`src/rtl/rv32i_types.sv`:
```
// rv32i_types: shared pipeline-control state encoding and NOP constants.
package rv32i_types;

    typedef enum logic [1:0] {
        RUN      = 2'd0,
        MEM_WAIT = 2'd1,
        IF_WAIT  = 2'd2
    } pc_state_t;

    typedef struct packed {
        logic       reg_we;
        logic       mem_rd;
        logic       mem_wr;
        logic       branch;
        logic       jump;
        logic [3:0] alu_op;
    } ctrl_word_t;

    localparam logic [31:0] NOP_INSTR = 32'h0;
    localparam ctrl_word_t  NOP_CTRL  = '0;

endpackage

```
`src/rtl/hazard_detect.sv`:
```
// hazard_detect: load-use hazard between the IF_ID sources and the ID_EX load.
module hazard_detect (
    input  logic       ex_load,
    input  logic [4:0] ex_rd,
    input  logic [4:0] id_rs1,
    input  logic [4:0] id_rs2,
    input  logic       id_use_rs1,
    input  logic       id_use_rs2,
    output logic       hazard
);
    always_comb begin
        hazard = ex_load && ex_rd != 5'd0 &&
                 ((id_use_rs1 && id_rs1 == ex_rd) || (id_use_rs2 && id_rs2 == ex_rd));
    end
endmodule

```
`src/rtl/pipeline_ctrl.sv`:
```
// pipeline_ctrl: stall/flush/bubble control for a 5-stage pipeline with
// stall and flush statistics and a memory-wait watchdog.
module pipeline_ctrl
    import rv32i_types::*;
#(
    parameter int MAX_WAIT = 255
) (
    input  logic        clk,
    input  logic        reset_n,
    input  logic        imem_resp,
    input  logic        dmem_req,
    input  logic        dmem_resp,
    input  logic [4:0]  id_rs1,
    input  logic [4:0]  id_rs2,
    input  logic        id_use_rs1,
    input  logic        id_use_rs2,
    input  logic        ex_load,
    input  logic [4:0]  ex_rd,
    input  logic        br_taken,
    output logic        load_front,
    output logic        load_back,
    output logic        flush_if_id,
    output logic        bubble,
    output logic [31:0] stall_cnt,
    output logic [15:0] flush_cnt,
    output logic        wd_err
);
    localparam int WW = $clog2(MAX_WAIT + 1);

    pc_state_t     state_q, state_d;
    logic [WW-1:0] wait_q, wait_d;
    logic [31:0]   stall_q, stall_d;
    logic [15:0]   flush_q, flush_d;
    logic          wd_q, wd_d;
    logic          hazard, dstall, go;

    hazard_detect u_hazard (
        .ex_load    (ex_load),
        .ex_rd      (ex_rd),
        .id_rs1     (id_rs1),
        .id_rs2     (id_rs2),
        .id_use_rs1 (id_use_rs1),
        .id_use_rs2 (id_use_rs2),
        .hazard     (hazard)
    );

    // Outputs are purely combinational so a cleared stall advances with no added latency.
    always_comb begin
        dstall      = dmem_req && !dmem_resp;
        go          = reset_n && !dstall && imem_resp;
        load_back   = go;
        load_front  = go && (br_taken || !hazard);
        flush_if_id = go && br_taken;
        bubble      = go && (br_taken || hazard);
        state_d     = dstall ? MEM_WAIT : !imem_resp ? IF_WAIT : RUN;
        wait_d      = state_q != MEM_WAIT ? '0 :
                      wait_q == WW'(MAX_WAIT) ? wait_q : wait_q + WW'(1);
        wd_d        = wd_q || (state_q == MEM_WAIT && wait_d == WW'(MAX_WAIT));
        stall_d     = (load_back || &stall_q) ? stall_q : stall_q + 32'd1;
        flush_d     = flush_q + {15'd0, flush_if_id};
    end

    always_ff @(posedge clk or negedge reset_n) begin
        if (!reset_n) begin
            state_q <= RUN;
            wait_q  <= '0;
            stall_q <= '0;
            flush_q <= '0;
            wd_q    <= 1'b0;
        end else begin
            state_q <= state_d;
            wait_q  <= wait_d;
            stall_q <= stall_d;
            flush_q <= flush_d;
            wd_q    <= wd_d;
        end
    end

    assign stall_cnt = stall_q;
    assign flush_cnt = flush_q;
    assign wd_err    = wd_q;
endmodule

```
`config.mk`:
```
export PLATFORM = sky130hd
export DESIGN_NAME = pipeline_ctrl
export DESIGN_NICKNAME = d
export VERILOG_FILES = /design/src/rtl/rv32i_types.sv /design/src/rtl/hazard_detect.sv /design/src/rtl/pipeline_ctrl.sv
export SDC_FILE = /design/constraint.sdc
export NUM_CORES = 1
export LEC_CHECK = 0
export ABC_AREA = 1
export ABC_CLOCK_PERIOD_IN_PS = 1400
export CAP_MARGIN = 20
export CELL_PAD_IN_SITES_DETAIL_PLACEMENT = 1
export CELL_PAD_IN_SITES_GLOBAL_PLACEMENT = 2
export CORE_ASPECT_RATIO = 0.9
export CORE_UTILIZATION = 25
export CTS_CLUSTER_SIZE = 12
export DETAILED_ROUTE_END_ITERATION = 8
export GPL_ROUTABILITY_DRIVEN = 0
export PLACE_DENSITY = 0.72
export RECOVER_POWER = 25
export SYNTH_ARGS = -nofsm -noshare
export SYNTH_HDL_FRONTEND = slang
export SYNTH_SLANG_ARGS = --single-unit
```
`constraint.sdc`:
```
create_clock -name clk -period 1.4 [get_ports clk]
set_input_delay 0.14 -clock clk [delete_from_list [all_inputs] [get_ports clk]]
set_output_delay 0.14 -clock clk [all_outputs]
set_load 0.03 [all_outputs]
```
==> Yosys cells after proc, flatten, opt, wreduce, memory -nomap -nowiden <==
Index checks and enable logic that the tools add are counted.
{ "op_classes": {"n_reduce_logical": 21, "muxes": 4, "n_eq_ne": 6, "addsub": 3} }
{ "ops": {"columns": ["op", "count"], "rows": [
  ["$add A32 B1 Y32 const B", 1],
  ["$reduce_and A32 Y1", 1],
  ["$add A16 B1 Y16", 1],
  ["$eq A8 B8 Y1 const B", 2],
  ["$mux W8", 2],
  ["$logic_and A1 B1 Y1", 11],
  ["$eq A5 B5 Y1", 2],
  ["$add A8 B1 Y8 const B", 1],
  ["$logic_or A1 B1 Y1", 5],
  ["$reduce_bool A5 Y1", 1],
  ["$mux W2", 2],
  ["$logic_not A1 Y1", 3],
  ["$eq A2 B1 Y1 const B", 1],
  ["$ne A2 B1 Y1 const B", 1]
]} }
{ "totals": {"input_bits": 24, "register_bits": 59, "elab_cells": 39, "output_inout_bits": 53} }

==> Depth between registers and ports, before layout <==
{ "depth": {"ltp_word": 7, "depth_mapped": 12} }

==> Cells and area by module <==
Synthesis repeated with hierarchy kept, for this count alone.
{ "unflattened": {"hier_cells": 511, "hier_area_um2": 3565.9} }
{ "modules_own_cells": {"columns": ["mod", "area_per_inst_um2", "cells_each", "n_inst"], "rows": [
  ["pipeline_ctrl", 3349.5, 457, 1],
  ["hazard_detect", 216.5, 54, 1]
]} }

==> Worst setup path after synthesis <==
Ideal clock, no wire load.
{ "synth_timing": {"path_kind": "input -> register", "start": "input dmem_req", "end": "register flush_q[14], in the netlist flush_cnt[14]", "path_buffers": 0, "setup_ns": 0.080, "arrival_ns": 2.493, "setup_slack_ns": -1.173, "path_stages": 12, "required_time_ns": 1.320, "cell_sequence": "inv_1 nor2_1 nor2_1 nand2_1 inv_1 ha_1 ha_1 nand2_1 nor2_1 nand4_1 nor3_1 xor2_1"} }
{ "synth_between": {"elab_chain_len": 6} }
{ "synth_lines": {"columns": ["item", "line", "text"], "rows": [
  ["from (decl)", "pipeline_ctrl.sv:11", "input logic dmem_req,"],
  ["$logic_and A1 B1 Y1", "pipeline_ctrl.sv:49", "dstall = dmem_req && !dmem_resp;"],
  ["via dstall", "pipeline_ctrl.sv:35", "logic hazard, dstall, go;"],
  ["$logic_not A1 Y1", "pipeline_ctrl.sv:50", "go = reset_n && !dstall && imem_resp;"],
  ["$logic_and A1 B1 Y1 (2 in series)", "pipeline_ctrl.sv:50", null],
  ["via load_back", "pipeline_ctrl.sv:21", "output logic load_back,"],
  ["$logic_and A1 B1 Y1", "pipeline_ctrl.sv:53", "flush_if_id = go && br_taken;"],
  ["via flush_if_id", "pipeline_ctrl.sv:22", "output logic flush_if_id,"],
  ["$add A16 B1 Y16", "pipeline_ctrl.sv:60", "flush_d = flush_q + {15'd0, flush_if_id};"],
  ["via flush_d[14]", "pipeline_ctrl.sv:33", "logic [15:0] flush_q, flush_d;"],
  ["to (signal assigned)", "pipeline_ctrl.sv:74", "flush_q <= flush_d;"],
  ["to (decl)", "pipeline_ctrl.sv:33", null]
]} }
The timed path passes the listed nets, and every way through them passes these cells.
A chain may end at the register's enable or synchronous reset.

==> Worst setup path after layout <==
{ "layout_timing": {"start": "register stall_q[17], in the netlist stall_cnt[17]", "end": "register stall_q[25], in the netlist stall_cnt[25]"} }
{ "layout_between": {"elab_chain_len": 2, "word_cells_on_any_way": 3, "cone_classes": "add/sub (1); reduce/logical (2)"} }
{ "layout_lines": {"columns": ["item", "line", "text"], "rows": [
  ["from (decl)", "pipeline_ctrl.sv:32", "logic [31:0] stall_q, stall_d;"],
  ["from (signal assigned)", "pipeline_ctrl.sv:73", "stall_q <= stall_d;"],
  ["branches (longest 2 deep; another with $add A32 B1 Y32)", null, null]
]} }
Parallel ways; which one is timed is not known.

==> impl_metrics.ini <==
[clock_network]
h-tree-depth = 3
cts_made_buffers = 9
ctsHoldBuffers = 0
clock_sink_count = 59
clkSlewWorstSetupHoldPaths_ns = 0.05
clock-root-buffer = sky130_fd_sc_hd__clkbuf_16
tritoncts = yes
clock_insertion_delay_at_the_later_pin_of_the_skew_report_ns = 0.34
cts.path.max_buffers = 2

[synth]
yosys_reg_bits = 59
post_synth_instance_area_mm2 = 0.00360
synth-edff-count = 0
flip_flop_cell_with_the_highest_count_after_synthesis = sky130_fd_sc_hd__dfrtp_1
async_flop_share_pct = 100
yosysUniqueCellTypes = 33
syn_nets = 522
syn-instance-count = 494
yosysWarnings = 0
synth-seq-area-share_pct = 41.0
syn_area_per_cell_um2 = 7.29

[pwr]
pwr_per_cell_area_mw_per_mm2 = 1030
ir_worst_vdd_mv = 0.707
finalPower_mw = 6.67
p_leak_nw = 3.24

[worst_setup_path]
rr_startpoint = stall_cnt[17]$_DFFE_PN0N_
timing.critical_path.buf_inv = 1
path_class = flip-flop to flip-flop
startpoint = stall_cnt[17]$_DFFE_PN0N_
crit_end = stall_cnt[25]$_DFFE_PN0N_
cp-end-kind = flip-flop
cp_slowest_stage_delay_ns = 0.39
timing.critical_path.cells = nand2_4 > nor3_4 > nand2_2 > nor2_4 > nand2_8 > nand2_8 > buf_12 > nand2_4 > nand2_2
critPathArrivalTime_ns = 1.83
critPathTopFamily = simple AND/OR/NAND/NOR gates
required_ns = 1.67
reg2reg_slack_ns = -0.16
critical_path_peak_fanout = 8
start_kind = flip-flop
slowest_stage = sky130_fd_sc_hd__dfrtp_2
reg2reg_to = stall_cnt[25]$_DFFE_PN0N_
cp.depth = 9
ff2ff_path_depth = 9

[route]
route.detailed.vias_per_inst = 4.42
drt_iter0_markers = 87
postRouteWirelength_um = 14100
drtAntennaViolNets = 0
drcViolationCount = 0
first_pass_iters = 4
vias = 4021
post_drt_wl_per_cell_um = 15.5

[timing]
final-max-slew-violation-count = 0
layout_skew_ns = 0.00660
timing.slew.headroom_pct = 43.1
finalWorstPathRequiredPeriod_ns = 1.56
timing.fmax_mhz = 642
timing_hold_violations_final = 0
rsz_0062_raised_after_global_routing = yes
fin_ws_ns = -0.158
period_share_pct = 111
worst-slew-pin-transition_ns = 0.854
setup_viol_count_final = 41
finalHoldWorstSlack_ns = 0.116

[floorplanning]
dieHeight_um = 116
initial_utilization_pct = 25.6
pin_count = 77
dieArea_mm2 = 0.0149
placement_rows = 41
core_mm2 = 0.0141
die_width_um = 129

[finish]
proportion_of_layout_cells_with_a_drive_suffix_above_1_pct = 48.7
num_antenna_cells = 0
mostFrequentLayoutCells = sky130_fd_sc_hd__nand2_1, sky130_fd_sc_hd__buf_4, sky130_fd_sc_hd__nand2_2
area_growth_syn_to_layout_pct = 80.2
finish.net_count = 741
final_common_cell = sky130_fd_sc_hd__nand2_1

[grt]
grt_overflow = 0
track_usage_pct = 20.2
via_count_of_the_first_global_routing_pass = 4402
initial_antenna_violation_count = 0
grt_pass1_wl_um = 22500
grt_start_max_net_pins = 60

[status]
failing_checks = setup timing
run_status = complete, but fails checks

[placed_design]
port_buffers = 76
dp.final_hpwl_um = 9980

[hold_path]
worstHoldStart = imem_resp
timing.hold.worst.class = input pin to flip-flop

[run]
maxCapViolations = 0
[layer usage]
| metal | track usage [%] | up-vias | share of wire (%) |
|---|---|---|---|
| li1 | - | 1975 | - |
| met1 | 24.2 | 1959 | 44 |
| met2 | 35.8 | 68 | 50 |
| met3 | 4.20 | 19 | 3.1 |
| met4 | 7.61 | 0 | 2.4 |
| met5 | 0 | - | 0 |
[power by group]
group | total (mW) | switching [mW] | internal (mW) | leakage [nW]
Sequential | 2.09 | 0.203 | 1.89 | 0.754
Clock | 2.43 | 0.789 | 1.65 | 0.156
Combinational | 2.14 | 1.12 | 1.02 | 2.33
Total | 6.67 | 2.12 | 4.55 | 3.24
[registers in the layout (all words and copies together) (netlist names)]
| register | count |
|---|---|
| state_q | 2 |
| wd_err | 1 |
| stall_cnt | 32 |
| flush_cnt | 16 |
| wait_q | 8 |
[layout make-up]
type	instances	area [µm²]
flip-flops and latches	59	1510
clock buffers	13	260
multi-input cells	398	2510
fillers	1735	7570
inverters	35	149
clock inverters	2	60.1
repair buffers	210	1760
well taps	193	241
[stage by stage]
stage | setup TNS (ns) | setup WS [ns] | utilization (%) | std cells | area (µm²)
floorplan | -8.12 | -0.445 | - | 494 | 3810
global route | -7.69 | -0.250 | 46.2 | 910 | 6490
global placement | -18.83 | -0.753 | 40.0 | 867 | 5620
detailed placement | -21.27 | -0.844 | 40.0 | 867 | 5620
finish | -4.40 | -0.158 | 46.2 | 910 | 6490
CTS | -5.13 | -0.192 | 45.1 | 907 | 6340
[cell families (layout without fill, tap and decap cells)]
logic type               Yosys count  count (layout)  synth area share [%]
flip-flops                        59              59                  41.0
AND/OR/NAND/NOR                  327             331                  38.3
buffers and inverters             41             260                  5.32
XOR/XNOR                          43              43                  10.5
AO/OA/AOI/OAI                     20              20                  3.51
adder cells (fa/ha/maj)            4               4                  1.39
[how the worst min path moves through the flow]
stage / end / cells after the start
final: state_q[1]$_DFF_PN0_ / 2
after CTS: state_q[1]$_DFF_PN0_ / 2
after floorplan: flush_cnt[0]$_DFF_PN0_ / 0
after global routing: state_q[1]$_DFF_PN0_ / 2
after detailed placement: wd_err$_DFF_PN0_ / 2
after global placement: wd_err$_DFF_PN0_ / 2
[cell usage after synthesis (2+ instances only)]
library cell	n	share of area (%)
sky130_fd_sc_hd__nor2_1	71	7.4
sky130_fd_sc_hd__o21ai_1	4	0.56
sky130_fd_sc_hd__buf_8	3	1.3
sky130_fd_sc_hd__a31oi_1	2	0.35
sky130_fd_sc_hd__nand4_1	5	0.87
sky130_fd_sc_hd__nand2_4	2	0.63
sky130_fd_sc_hd__xnor2_1	13	3.2
sky130_fd_sc_hd__xor2_1	30	7.3
sky130_fd_sc_hd__a21oi_1	3	0.42
sky130_fd_sc_hd__ha_1	4	1.4
sky130_fd_sc_hd__o21ai_0	6	0.83
sky130_fd_sc_hd__nand2_1	212	22
sky130_fd_sc_hd__nor2_4	2	0.63
sky130_fd_sc_hd__nand3b_1	5	1.0
sky130_fd_sc_hd__nor3_1	4	0.56
sky130_fd_sc_hd__dfrtp_1	59	41
sky130_fd_sc_hd__buf_2	3	0.42
sky130_fd_sc_hd__nor2_2	3	0.52
sky130_fd_sc_hd__nand3_1	16	2.2
sky130_fd_sc_hd__inv_1	32	3.3
sky130_fd_sc_hd__inv_2	3	0.31
[what timing repair did]
item | CTS | global route
gates cloned | 5 | 0
buffers inserted | 21 | 6
setup endpoints to repair | 95 | 67
pin swaps | 42 | 44
gates resized for setup | 165 | 96
[worst register-to-register path: stages (launching register included)]
cell and delay, ns:
sky130_fd_sc_hd__dfrtp_2 0.39, sky130_fd_sc_hd__nand2_4 0.07, sky130_fd_sc_hd__nor3_4 0.20, sky130_fd_sc_hd__nand2_2 0.09
sky130_fd_sc_hd__nor2_4 0.20, sky130_fd_sc_hd__nand2_8 0.13, sky130_fd_sc_hd__nand2_8 0.14, sky130_fd_sc_hd__buf_12 0.16
sky130_fd_sc_hd__nand2_4 0.05, sky130_fd_sc_hd__nand2_2 0.06
Note: power is estimated with default switching activity, not from simulation.
